===== src/rtl/loader_pkg.sv =====
// Shared types and constants for the boot-time instruction memory loader.
package loader_pkg;

    typedef enum logic [2:0] {
        ST_IDLE,
        ST_LOAD,
        ST_FILL,
        ST_RUN,
        ST_ERR
    } state_t;

    localparam logic [31:0] NOP_WORD   = 32'h0;
    localparam int unsigned ADDR_SHIFT = 2;

endpackage


===== src/rtl/loader_addr_ctr.sv =====
// Word write pointer with synchronous clear, increment and terminal-count flag.
module loader_addr_ctr #(
    parameter int unsigned W = 5
) (
    input  logic         clk,
    input  logic         rst,
    input  logic         clr,
    input  logic         inc,
    output logic [W-1:0] ptr,
    output logic         tc_c
);

    always_ff @(posedge clk or posedge rst) begin
        if (rst) begin
            ptr <= '0;
        end else if (clr) begin
            ptr <= '0;
        end else if (inc) begin
            ptr <= ptr + W'(1);
        end
    end

    // Pointer sits on the last memory word.
    assign tc_c = &ptr;

endmodule


===== src/rtl/instr_mem_loader.sv =====
// Streams a program into instruction memory, zero-fills the tail and holds the
// CPU in reset until the image is complete.
module instr_mem_loader
    import loader_pkg::*;
#(
    parameter int unsigned DEPTH_LOG2 = 5,
    parameter int unsigned DATA_W     = 32
) (
    input  logic                  clk_i,
    input  logic                  rst_i,
    input  logic                  start_i,
    input  logic                  in_valid_i,
    input  logic [DATA_W-1:0]     in_data_i,
    input  logic                  in_last_i,
    output logic                  in_ready_o,
    output logic                  im_we_o,
    output logic [31:0]           im_addr_o,
    output logic [DATA_W-1:0]     im_data_o,
    output logic                  cpu_rst_n_o,
    output logic                  done_o,
    output logic                  err_o,
    output logic [DEPTH_LOG2:0]   word_cnt_o
);

    localparam int unsigned CNT_W = DEPTH_LOG2 + 1;
    localparam logic [CNT_W-1:0] CNT_MAX = CNT_W'(1) << DEPTH_LOG2;

    state_t                state;
    logic [DEPTH_LOG2-1:0] ptr;
    logic                  ptr_tc;
    logic                  accept;
    logic                  ptr_clr;
    logic                  ptr_inc;

    // A restart always wins over a beat presented in the same cycle.
    assign accept  = (state == ST_LOAD) && in_valid_i && in_ready_o && !start_i;
    assign ptr_clr = start_i;
    assign ptr_inc = !start_i && (accept || (state == ST_FILL));

    loader_addr_ctr #(
        .W (DEPTH_LOG2)
    ) u_addr_ctr (
        .clk  (clk_i),
        .rst  (rst_i),
        .clr  (ptr_clr),
        .inc  (ptr_inc),
        .ptr  (ptr),
        .tc_c (ptr_tc)
    );

    always_ff @(posedge clk_i or posedge rst_i) begin
        if (rst_i) begin
            state       <= ST_IDLE;
            in_ready_o  <= 1'b0;
            im_we_o     <= 1'b0;
            im_addr_o   <= '0;
            im_data_o   <= '0;
            cpu_rst_n_o <= 1'b0;
            done_o      <= 1'b0;
            err_o       <= 1'b0;
            word_cnt_o  <= '0;
        end else begin
            im_we_o <= 1'b0;
            if (start_i) begin
                // Ready stays low one cycle so a discarded beat is re-sent.
                state       <= ST_LOAD;
                in_ready_o  <= 1'b0;
                cpu_rst_n_o <= 1'b0;
                done_o      <= 1'b0;
                err_o       <= 1'b0;
                word_cnt_o  <= '0;
            end else begin
                case (state)
                    ST_IDLE: begin
                        in_ready_o <= 1'b0;
                    end
                    ST_LOAD: begin
                        in_ready_o <= 1'b1;
                        if (accept) begin
                            im_we_o   <= 1'b1;
                            im_addr_o <= 32'(ptr) << ADDR_SHIFT;
                            im_data_o <= in_data_i;
                            if (word_cnt_o != CNT_MAX) begin
                                word_cnt_o <= word_cnt_o + CNT_W'(1);
                            end
                            if (in_last_i) begin
                                state      <= ptr_tc ? ST_RUN : ST_FILL;
                                in_ready_o <= 1'b0;
                            end else if (ptr_tc) begin
                                state      <= ST_ERR;
                                in_ready_o <= 1'b0;
                            end
                        end
                    end
                    ST_FILL: begin
                        in_ready_o <= 1'b0;
                        im_we_o    <= 1'b1;
                        im_addr_o  <= 32'(ptr) << ADDR_SHIFT;
                        im_data_o  <= DATA_W'(NOP_WORD);
                        if (ptr_tc) begin
                            state <= ST_RUN;
                        end
                    end
                    ST_RUN: begin
                        // Entered on the last write; release the CPU one cycle later.
                        in_ready_o  <= 1'b0;
                        cpu_rst_n_o <= 1'b1;
                        done_o      <= 1'b1;
                    end
                    ST_ERR: begin
                        in_ready_o  <= 1'b0;
                        cpu_rst_n_o <= 1'b0;
                        err_o       <= 1'b1;
                    end
                    default: begin
                        state <= ST_IDLE;
                    end
                endcase
            end
        end
    end

endmodule


===== config.mk =====
export PLATFORM = sky130hd
export DESIGN_NAME = instr_mem_loader
export DESIGN_NICKNAME = d
export VERILOG_FILES = /design/src/rtl/loader_pkg.sv /design/src/rtl/loader_addr_ctr.sv /design/src/rtl/instr_mem_loader.sv
export SDC_FILE = /design/constraint.sdc
export NUM_CORES = 1
export LEC_CHECK = 0
export ABC_AREA = 1
export CAP_MARGIN = 0
export CELL_PAD_IN_SITES_DETAIL_PLACEMENT = 0
export CELL_PAD_IN_SITES_GLOBAL_PLACEMENT = 1
export CORE_ASPECT_RATIO = 0.7
export CORE_MARGIN = 2
export CORE_UTILIZATION = 33
export CTS_CLUSTER_SIZE = 30
export DETAILED_ROUTE_END_ITERATION = 7
export PLACE_DENSITY = 0.83
export SETUP_SLACK_MARGIN = 0.2
export SLEW_MARGIN = 30
export SYNTH_ARGS = -nofsm -noshare
export SYNTH_HDL_FRONTEND = slang
export SYNTH_SLANG_ARGS = --single-unit

===== constraint.sdc =====
create_clock -name clk_i -period 3.7 [get_ports clk_i]
set_clock_uncertainty 0.15 [all_clocks]
set_input_delay 0.555 -clock clk_i [delete_from_list [all_inputs] [get_ports clk_i]]
set_output_delay 0.555 -clock clk_i [all_outputs]
set_load 0.02 [all_outputs]

-- Word level (Yosys, flattened, before mapping)
Cells that the tools add are included.
- add/subtract/negate cells: 2
- eq/ne operators: 10
- multiplexer cells: 31
- bitwise gates (word level): 1
- reduce and logical (&&, ||, !) cells: 22
- operators by type and width (operator ; count):
    32-bit one-hot mux with 2 select lines ; 2
    32-bit 2-to-1 mux ; 2
    6-bit 2-to-1 mux ; 4
    3-bit 2-to-1 mux ; 5
    2-bit nonzero test ; 7
    1-bit 2-to-1 mux ; 12
    5-bit 2-to-1 mux ; 2
    3-bit one-hot mux with 3 select lines ; 1
    6-bit by 1-bit adder with 6-bit output (second input constant) ; 1
    3-bit by 2-bit == test with 1-bit output (second input constant) ; 2
    3-bit inequality test (second input constant) ; 2
    6-bit inequality test (second input constant) ; 1
    1-bit one-hot mux with 2 select lines ; 3
    3-bit AND reduction ; 2
    3-bit nonzero test ; 2
    5-bit by 1-bit adder with 5-bit output (second input constant) ; 1
    5-bit AND reduction ; 1
    1-bit logical AND ; 4
    4-bit inequality test (second input constant) ; 1
    4-bit AND reduction ; 1
    4-bit OR reduction ; 1
    3-bit by 1-bit == test with 1-bit output (second input constant) ; 1
    3-bit == test (second input constant) ; 1
    3-bit logical NOT ; 1
    6 further kinds ; 6
- register bits after elaboration: 83
- input bits: 37
- output and inout port bits: 75

-- Logic depth before layout (Yosys ltp)
Gate-level depths: netlist of the first run.
- word-level depth: 8
- gate-level depth with buffers: 10
- mapped depth without buffers: 10

-- Cells and area by module
From an unflattened synthesis of the first run, not the netlist that was laid out.
- cell total of the unflattened synthesis: 330
- area total of the unflattened synthesis: 2726.4 µm²
- by module, submodules not included (module ; instances ; cells an instance ; area each (µm²) ; seq. area each (µm²)):
    instr_mem_loader ; 1 ; 298 ; 2452.4 ; 1276.2
    loader_addr_ctr ; 1 ; 32 ; 274.0 ; 125.1

-- Worst setup path before layout of the first run
Ideal clock, no wire load.
- path type: input -> register
- start: in start_i
- end: reg word_cnt_o[5]
- library setup time: 0.065 ns
- arrival: 1.396 ns
- data required time: 3.485 ns
- path slack: 2.088 ns
- cell stages on the path: 8
- buffers on the path: 1
- cells stage by stage: buf_2 -> nor2_1 -> nand2_1 -> nor2_1 -> nor2_2 -> nor2_1 -> nand2_1 -> nand2_1
- word-level cells in the longest chain between the ends: 4
- elaborated cells between the ends (all ways): 7
- those cells by class: mux (1); reduce/logical (6)
- RTL lines (element ; RTL line ; RTL):
    from (decl) ; instr_mem_loader.sv:11 ; input logic start_i,
    1-bit logical NOT ; instr_mem_loader.sv:36 ; assign accept = (state == ST_LOAD) && in_valid_i && in_ready_o && !start_i;
    1-bit logical AND ; instr_mem_loader.sv:36 ;
    2-bit nonzero test (no line) ; - ;
    3-bit AND reduction (no line) ; - ;
    to (signal assigned) ; instr_mem_loader.sv:84 ; word_cnt_o <= word_cnt_o + CNT_W'(1);
    to (decl) ; instr_mem_loader.sv:22 ; output logic [DEPTH_LOG2:0] word_cnt_o
Parallel ways exist; a longest one is shown, timed or not.
A chain may end at the register's enable or synchronous reset.

-- Worst setup path in the final report of the first run
- start: in start_i
- end: reg im_data_o[6]
- word-level cells in the longest chain between the ends: 4
- elaborated cells between the ends (all ways): 5
- those cells by class: eq/ne (1); bitwise (1); reduce/logical (3)
- RTL lines (element ; RTL line ; RTL):
    1-bit logical NOT ; instr_mem_loader.sv:36 ;
    1-bit logical AND ; instr_mem_loader.sv:36 ;
    2-bit inequality test (no line) ; - ;
    3-bit AND reduction (no line) * ; - ;
    to (signal assigned) ; instr_mem_loader.sv:82 ; im_data_o <= in_data_i;
    to (signal assigned) ; instr_mem_loader.sv:99 ; im_data_o <= DATA_W'(NOP_WORD);
    to (decl) ; instr_mem_loader.sv:18 ; output logic [DATA_W-1:0] im_data_o,
Every way passes the cells marked *; elsewhere a longest branch is shown, timed or not.

==> results of run 1 <==
## metrics by stage
stage | setup WS [ns] | instances | cell area (um2)
after floorplan | 1.62 | 350 | 2880
after CTS | 1.24 | 505 | 3720
after detailed placement | 0.929 | 497 | 3580
final | 1.25 | 505 | 3720
after global placement | 1.03 | 497 | 3580
after global routing | 1.04 | 505 | 3720
## placed cells by master, fill, tap and decap left out, types with 2 or more instances in the layout
master and n:
o22ai_1 2, inv_1 17, ha_1 4, buf_4 2, inv_2 2, nand2_1 108, o21ai_1 20, nand3_1 11
dfrtp_1 56, nand4_1 4, nand3b_1 2, a21oi_1 3, xor2_1 5, conb_1 27, clkdlybuf4s50_1 84, o21ai_2 10
clkbuf_16 5, nor2_1 18, o21ai_0 12, nand2_2 3
## state kept, by name (all words and copies together) (netlist names)
signal,cells
u_addr_ctr.ptr,5
word_cnt_o,6
state,3
err_o,1
in_ready_o,1
done_o,1
im_we_o,1
cpu_rst_n_o,1
im_data_o,32
im_addr_o,5
## worst max-delay path, cell delays in order
cell             delay, ns
clkdlybuf4s50_1       0.60
inv_1                 0.46
nand2_2               0.38
buf_12                0.31
nand2_1               0.07
o21ai_0               0.07
## power groups by stage
stage | registers [uW] | logic, uW | clock network (uW)
detailed placement | 985 | 1210 | 0
finish | 981 | 1200 | 476
global placement | 987 | 1190 | 0
CTS | 981 | 1220 | 490
global route | 1010 | 1310 | 510
floorplan | 1220 | 447 | 0
## routing by layer
layer  routed length (um)  share of wire  track usage
met5                    0              0            0
met4                   63          0.010       0.0402
met3                  391          0.063       0.0410
met2                 2720           0.44        0.202
met1                 3080           0.49        0.202
## area by class of cell
type,instances,area share
Clock inverter,3,0.00571
Multi-Input combinational cell,234,0.296
Tap cell,101,0.0339
Clock buffer,5,0.0336
Inverter,19,0.0192
Sequential cell,56,0.376
Timing Repair Buffer,87,0.235
## kinds of logic (layout without fill, tap and decap cells)
family                     Yosys count  count (layout)  share of synthesized area
and+or+nand+nor                    151             151                      0.227
buffers and inverters               60             114                      0.135
DFF                                 56              56                      0.504
AOI/OAI and AO/OA                   47              47                     0.0990
xor gates and xnor gates             5               5                     0.0158
adders and majority gates            4               4                     0.0180
other                                1              27                    0.00135
## final timing paths
| kind | cells past startpoint | end | from |
|---|---|---|---|
| max reg2reg | 7 | im_data_o[6] | state[1] |
| min in group asynchronous | 2 | im_data_o[26] | rst_i |
| max in group asynchronous | 3 | state[2] | rst_i |
| min reg2reg | 2 | im_data_o[7] | im_data_o[7] |
| min | 2 | im_data_o[7] | im_data_o[7] |
| max | 6 | im_data_o[6] | start_i |
==> metrics.csv, run 1 <==
stage,metric,value,unit
global_route,largest net degree at the start of global routing,55,
synthesis,sequential area share after synthesis,0.504,
cts,clock sink total,56,
power,sequential share of power,0.369,
place,post-DP HPWL,4490,um
sta,setup_tns,0,ns
synthesis,synth warn,0,
routing,drt pass-1 iters,4,
synthesis,Post-Synthesis Cells,324,
power,Combinational Power Share,0.452,
routing,Routed WL per cell,12.4,um
routing,routed via count,2218,
cts,Resized Gates After CTS,0,
synthesis,post-synthesis register bit count,56,
run_status,status,completed,
run,Max Cap Viol,0,
critical_path,crit path kind,primary input to flop,
synthesis,Mapped Area,2780,um2
sta,Max Slew Vio Count,0,
critical_path,Crit. End Element,flop,
cts,Setup Buffers After CTS,0,
critical_path,WP data arrival,2.47,ns
critical_path,FF-to-FF setup slack,1.65,ns
die,DIE WIDTH,114,um
synthesis,post-synth top area share,0.504,
layout,register area,1400,um2
layout,n_diodes,0,
die,Ports,112,
synthesis,largest area contributor in the netlist,dfrtp_1,
critical_path,CP startpoint kind,primary input,
die,Die Y-Extent,80.8,um
synthesis,Post-synth EDFFs,0,
power,Leak,0.00183,uW
sta,Final Hold Viols,0,
global_route,first-pass GRT wire length,10200,um
power,Tot Pwr,2660,uW
cts,clk root buf,clkbuf_16,
layout,post-layout net count,444,
power,switch share,0.385,
global_route,GRT Total Usage,0.139,
die,Initial Util,0.347,
layout,share of layout cells above drive strength 1,0.0743,
sta,fin crit share,0.661,
cts,CTS tree,built,
sta,RSZ-0062 raised after global routing,no,
power,Worst VDD drop,0.000285,V
cts,"CTS clk-pin slew, worst paths",0.07,ns
critical_path,Required @ worst endpoint,3.73,ns
synthesis,Yosys cell types,27,
place,Port Buf Inserts,84,
layout,multi-input logic area,1100,um2
cts,hold_buf cts,0,
power,Clk network pwr share,0.179,
synthesis,syn_area_per_cell,8.58,um2
sta,WHS,0.337,ns
cts,Clock Tree Buf Depth,2,
cts,H-tree levels,2,
synthesis,Synth top cells by count,"nand2_1, dfrtp_1, buf_4",
die,Die Area,9190,um2
die,core region area,8010,um2
routing,Residual DRC,0,
layout,Post-Route Utilization,0.465,
power,Sw Pwr,1020,uW
power,Power Density,714,nW/um2
synthesis,Synth area leaders,"dfrtp_1, nand2_1, buf_4",
sta,Tmin final,2.45,ns
critical_path,CP Max Fanout,54,
routing,initial DRC count,107,
sta,f_max,0.409,GHz
die,site row count,27,
synthesis,top-count cell post-synth,nand2_1,
routing,DR vias/cell,4.39,
global_route,vias in the first global route,2106,
global_route,initial antenna violation count,0,
worst_hold_path,hold crit path type,flop to flop,
synthesis,"Top FF cell, synth",dfrtp_1,
place,Final GP Congestion,0.786,
routing,Final ANT Viol Nets,0,
cts,total CTS buffers,5,
routing,total wire length,6260,um
power,cell-internal power,1630,uW
cts,Worst-Skew Late Latency,0.29,ns
global_route,total grt overflow,0,
layout,synthesis-to-finish area growth,33.9,%
layout,# fillers,791,
synthesis,ys async rst share,1.00,
sta,# setup viols final,0,
No activity file was read; power rests on OpenSTA's default activity.
==> run 2, diff against run 1 <==
--- a/config.mk
+++ b/config.mk
@@ -11,10 +11,10 @@
 export CELL_PAD_IN_SITES_GLOBAL_PLACEMENT = 1
 export CORE_ASPECT_RATIO = 0.7
 export CORE_MARGIN = 2
-export CORE_UTILIZATION = 33
+export CORE_UTILIZATION = 28
 export CTS_CLUSTER_SIZE = 30
 export DETAILED_ROUTE_END_ITERATION = 7
-export PLACE_DENSITY = 0.83
+export PLACE_DENSITY = 0.75
 export SETUP_SLACK_MARGIN = 0.2
 export SLEW_MARGIN = 30
 export SYNTH_ARGS = -nofsm -noshare
==> constraint.sdc (replaced) <==
create_clock -name clk_i -period 2.2 [get_ports clk_i]
set_clock_uncertainty 0.15 [all_clocks]
set_input_delay 0.33 -clock clk_i [delete_from_list [all_inputs] [get_ports clk_i]]
set_output_delay 0.33 -clock clk_i [all_outputs]
set_load 0.02 [all_outputs]
==> metrics.csv, run 2 (synthesized netlist as in run 1, its figures left out) <==
stage,metric,value,unit,change
routing,initial DRC count,138,,+29%
die,Die Area,10800,um2,+17%
sta,setup_tns,0,ns,unchanged
layout,"commonest non-fill, non-tap cell in the layout",nand2_1,,
critical_path,worst stage delay on the critical path,0.64,ns,+0.04 ns
die,core region area,9680,um2,+21%
cts,"CTS clk-pin slew, worst paths",0.07,ns,about the same
cts,clk root buf,clkbuf_16,,
layout,"Most flops, register",im_data_o,,
routing,Residual DRC,0,,unchanged
layout,largest registers in the final layout,"im_data_o (32), word_cnt_o (6)",,
critical_path,FF-to-FF setup slack,0.44,ns,-1.21 ns
cts,Clock Tree Buf Depth,2,,unchanged
layout,synthesis-to-finish area growth,35.9,%,
sta,Max Slew Vio Count,0,,unchanged
global_route,largest net degree at the start of global routing,57,,+3.6%
cts,CTS tree,built,,
routing,DR vias/cell,4.13,,-5.9%
critical_path,RR Startpoint,state[1],,
cts,Setup Buffers After CTS,0,,unchanged
place,post-DP HPWL,4480,um,about the same
layout,share of layout cells above drive strength 1,0.0764,,+0.00210
global_route,initial antenna violation count,0,,unchanged
cts,clock sink total,56,,unchanged
run,Max Cap Viol,0,,unchanged
sta,slack of the critical path,0.357,ns,-0.896 ns
cts,Worst-Skew Late Latency,0.28,ns,about the same
cts,total CTS buffers,5,,unchanged
routing,Routed WL per cell,11.7,um,-5.5%
worst_hold_path,hold crit path type,primary input to asynchronous set/reset pin,,
cts,Resized Gates After CTS,0,,unchanged
critical_path,Crit. End Element,primary output,,
critical_path,crit path kind,flop to primary output,,
layout,n_diodes,0,,unchanged
place,Port Buf Inserts,84,,unchanged
die,site row count,30,,+11%
global_route,GRT Total Usage,0.116,,-0.0228
critical_path,CP startpoint kind,flop,,
layout,max reg flops,32,,unchanged
critical_path,WP data arrival,1.36,ns,-1.11 ns
critical_path,reg-to-reg endpoint,word_cnt_o[5],,
critical_path,reg2reg path depth,6,,-1
sta,Tmin final,1.84,ns,
routing,Final ANT Viol Nets,0,,unchanged
critical_path,Top Family by Delay on Critical Path,buffers and inverters,,
layout,most frequent cells in the layout,"nand2_1, clkdlybuf4s50_1, dfrtp_1",,
critical_path,Critical-path top delay cell,clkdlybuf4s50_1,,
power,Worst VDD drop,0.000394,V,+38%
run_status,status,completed,,
critical_path,Buffers & Inverters on Critical Path,1,,-2
critical_path,critical path launch point,word_cnt_o[2],,
layout,# fillers,1004,,+27%
power,Power Density,1170,nW/um2,+63%
cts,H-tree levels,2,,unchanged
die,Ports,112,,unchanged
place,Final GP Congestion,0.740,,-5.8%
critical_path,cells along the critical path,clkdlybuf4s50_1,,
sta,Final Hold Viols,0,,unchanged
global_route,vias in the first global route,2002,,-4.9%
global_route,first-pass GRT wire length,9920,um,-2.8%
routing,routed via count,2207,,-0.50%
place,pre-CTS setup slack,0.284,ns,-0.646 ns
die,Die Y-Extent,87.4,um,+8.1%
sta,# setup viols final,0,,unchanged
critical_path,CP Max Fanout,6,,-89%
die,DIE WIDTH,123,um,+8.3%
cts,hold_buf cts,0,,unchanged
global_route,total grt overflow,0,,unchanged
critical_path,Required @ worst endpoint,1.72,ns,-2.01 ns
power,Leak,0.00184,uW,+0.82%
routing,total wire length,6250,um,-0.11%
layout,post-layout net count,447,,+0.68%
sta,RSZ-0062 raised after global routing,no,,
sta,f_max,0.543,GHz,
critical_path,Worst path depth,1,,-5
critical_path,worst setup path endpoint,word_cnt_o[2],,
sta,fin crit share,0.838,,
die,Initial Util,0.287,,-0.0602
routing,drt pass-1 iters,4,,unchanged
run 2: cell count changes in the layout (fill, tap and decap cells not counted), sizes merged:
cell / delta
clkbuf: +1
inv: -1
buf: +3
clkinvlp: -1
run 2: power by group:
part	internal, uW	total (uW)	switching (uW)
clock	415	744	330
sequential	1410	1640	231
combinational	926	2030	1100
total	2750	4410	1660
run 2: worst min-delay path by stage:
stage | depth (start not counted) | to | from
final | 3 | im_data_o[12] | rst_i
after CTS | 3 | word_cnt_o[3] | rst_i
after global routing | 3 | im_data_o[14] | rst_i
after detailed placement | 2 | im_data_o[4] | im_data_o[4]
after floorplan | 2 | im_data_o[0] | in_data_i[0]
after global placement | 2 | im_data_o[5] | im_data_o[5]
run 2: routing by layer:
metal / GRT usage / routed length (um)
met2: 0.163 / 2650
met1: 0.174 / 3080
met4: 0.0310 / 49
met3: 0.0314 / 462
met5: 0 / 0
run 2: layout make-up:
class	count	area [um2]	share of cell area
Sequential cell	56	1400	0.371
Multi-Input combinational cell	234	1100	0.291
Timing Repair Buffer	90	911	0.241
Tap cell	128	160	0.0424
Clock buffer	6	129	0.0341
Inverter	19	71.3	0.0189
Clock inverter	1	5.00	0.00132
run 2: stage by stage:
stage | utilization | power (uW) | area, um2 | hold WS [ns] | cells
final | 0.390 | 4410 | 3780 | 0.271 | 534
after global routing | 0.390 | 4740 | 3780 | 0.300 | 534
after CTS | 0.390 | 4490 | 3780 | 0.293 | 534
after detailed placement | 0.376 | 3710 | 3640 | 0.324 | 527
after global placement | 0.376 | 3690 | 3640 | 0.315 | 527
after floorplan | - | 2810 | 2880 | 0.328 | 350
run 2: worst register-to-register path, delay by kind of cell (launching register included):
kind          cells  cell delay [ns]
flops             1             0.50
simple gates      6             1.00
==> run 3, diff against run 2 <==
--- a/config.mk
+++ b/config.mk
@@ -11,10 +11,10 @@
 export CELL_PAD_IN_SITES_GLOBAL_PLACEMENT = 1
 export CORE_ASPECT_RATIO = 0.7
 export CORE_MARGIN = 2
-export CORE_UTILIZATION = 28
+export CORE_UTILIZATION = 31
 export CTS_CLUSTER_SIZE = 30
 export DETAILED_ROUTE_END_ITERATION = 7
-export PLACE_DENSITY = 0.75
+export PLACE_DENSITY = 0.79
 export SETUP_SLACK_MARGIN = 0.2
 export SLEW_MARGIN = 30
 export SYNTH_ARGS = -nofsm -noshare
==> constraint.sdc (replaced) <==
create_clock -name clk_i -period 1.8 [get_ports clk_i]
set_clock_uncertainty 0.15 [all_clocks]
set_input_delay 0.27 -clock clk_i [delete_from_list [all_inputs] [get_ports clk_i]]
set_output_delay 0.27 -clock clk_i [all_outputs]
set_load 0.02 [all_outputs]
==> metrics.csv, run 3 (synthesized netlist as in run 1, its figures left out) <==
stage,metric,value,unit,change
run_status,status,completed,,
die,Ports,112,,unchanged
layout,"Most flops, register",im_data_o,,
power,Leak,0.00228,uW,+24%
layout,post-layout net count,479,,+7.2%
cts,H-tree levels,2,,unchanged
routing,Residual DRC,0,,unchanged
critical_path,critical path launch point,u_addr_ctr.ptr[0],,
critical_path,Required @ worst endpoint,1.82,ns,+0.10 ns
sta,f_max,0.590,GHz,
routing,Final ANT Viol Nets,0,,unchanged
sta,RSZ-0062 raised after global routing,yes,,
layout,max reg flops,32,,unchanged
die,Die Area,9750,um2,-9.3%
layout,multi-input logic area,1440,um2,+31%
global_route,total grt overflow,0,,unchanged
power,Worst VDD drop,0.000554,V,+41%
sta,setup_tns,0,ns,unchanged
run,Max Cap Viol,0,,unchanged
critical_path,WP data arrival,1.71,ns,+0.35 ns
global_route,largest net degree at the start of global routing,57,,unchanged
routing,drt pass-1 iters,6,,+2
critical_path,worst stage delay on the critical path,0.40,ns,-0.24 ns
critical_path,reg2reg path depth,10,,+4
sta,# setup viols final,0,,unchanged
critical_path,RR Startpoint,u_addr_ctr.ptr[0],,
critical_path,cells along the critical path,ha_2 -> nand2_2 -> nor2_2 -> ha_2 -> nor2_2 -> nand4_1 -> nand2_2 -> nor2_4 -> nand2_1 -> nand2_1,,
cts,clock sink total,56,,unchanged
routing,routed via count,2396,,+8.6%
place,placed cell areas,3710,um2,+1.8%
worst_hold_path,hold crit path type,primary input to asynchronous set/reset pin,,
power,Tot Pwr,5960,uW,+35%
cts,Clock Tree Buf Depth,2,,unchanged
routing,DR vias/cell,4.29,,+3.7%
sta,WHS,0.253,ns,-0.0176 ns
layout,"commonest non-fill, non-tap cell in the layout",nand2_1,,
die,core region area,8580,um2,-11%
layout,n_diodes,0,,unchanged
global_route,GRT Total Usage,0.133,,+0.0166
critical_path,reg-to-reg endpoint,state[0],,
routing,total wire length,7380,um,+18%
cts,total CTS buffers,5,,unchanged
cts,clk root buf,clkbuf_16,,
layout,# fillers,817,,-19%
sta,fin crit share,0.942,,
layout,share of layout cells above drive strength 1,0.305,,+0.229
sta,Tmin final,1.70,ns,
cts,hold_buf cts,0,,unchanged
place,Final GP Congestion,0.814,,+10%
layout,register area,1400,um2,about the same
routing,initial DRC count,155,,+12%
critical_path,crit path kind,flop to flop,,
layout,finished layout cell area,4490,um2,+19%
die,Die Y-Extent,83.2,um,-4.7%
place,Port Buf Inserts,84,,unchanged
critical_path,CP Max Fanout,3,,-3
power,Power Density,1330,nW/um2,+14%
die,site row count,28,,-6.7%
die,Initial Util,0.324,,+0.0368
layout,synthesis-to-finish area growth,61.6,%,
cts,"CTS clk-pin slew, worst paths",0.07,ns,about the same
cts,CTS tree,built,,
routing,Routed WL per cell,13.2,um,+13%
critical_path,Critical-path top delay cell,dfrtp_1,,
place,post-DP HPWL,4490,um,+0.26%
critical_path,CP startpoint kind,flop,,
critical_path,Crit. End Element,flop,,
global_route,initial antenna violation count,0,,unchanged
sta,Final Hold Viols,0,,unchanged
sta,Max Slew Vio Count,0,,unchanged
global_route,first-pass GRT wire length,10500,um,+6.2%
cts,Worst-Skew Late Latency,0.29,ns,about the same
layout,most frequent cells in the layout,"nand2_1, dfrtp_1, dlygate4sd2_1",,
die,DIE WIDTH,117,um,-4.8%
global_route,vias in the first global route,2187,,+9.2%
layout,largest registers in the final layout,"im_data_o (32), word_cnt_o (6)",,
critical_path,FF-to-FF setup slack,0.10,ns,-0.34 ns
==> run 3: cell types whose count changed in the layout (fill, tap and decap cells not counted), sizes merged <==
| cell | before | now |
|---|---|---|
| buf | 6 | 31 |
| clkbuf | 6 | 13 |
| clkdlybuf4s50 | 84 | 36 |
| clkinvlp | 0 | 3 |
| dlygate4sd2 | 0 | 48 |
| inv | 19 | 16 |
| nand2 | 111 | 112 |
==> run 3: where the power goes <==
group | leakage (uW) | internal [uW] | switching, uW
combinational | 0.00148 | 1280 | 1580
sequential | 0.000738 | 1720 | 397
clock | 0.0000701 | 555 | 432
==> run 3: repair_timing <==
item / in CTS / in global routing
cloned: 0 / 10
resized for setup: 62 / 101
pin swaps: 10 / 19
buffers inserted: 8 / 8
endpoints found under the setup margin: 98 / 52
==> run 3: through the flow <==
step	utilization	setup WS, ns	cells
2_1_floorplan	-	0.245	350
3_3_place_gp	0.432	0.0440	525
3_5_place_dp	0.432	0.0145	525
4_1_cts	0.453	0.134	541
5_1_grt	0.523	0.0392	559
6_report	0.523	0.105	559
==> run 3: critical path, delay by kind of cell (launching register included) <==
| kind | cells | cell delay (ns) |
|---|---|---|
| DFF | 1 | 0.40 |
| adders and majority gates | 2 | 0.40 |
| and+or+nand+nor | 8 | 0.64 |
==> run 3: how the worst max path moves through the flow <==
stage	end
floorplan	word_cnt_o[5]
global placement	im_data_o[5]
detailed placement	im_data_o[6]
CTS	state[0]
global route	state[2]
finish	state[0]
==> run 3: per-layer routing <==
metal | track usage | share of wire
met2 | 0.194 | 0.47
met5 | 0 | 0
met4 | 0.0385 | 0.0054
met3 | 0.0321 | 0.046
met1 | 0.194 | 0.48
==> run 3: layout make-up <==
cell class / instances / share of cell area
multi-input cells: 235 / 0.321
clock buffers: 7 / 0.0317
clock inverters: 1 / 0.00167
flip-flops and latches: 56 / 0.312
well taps: 120 / 0.0334
repair buffers: 121 / 0.281
inverters: 19 / 0.0192
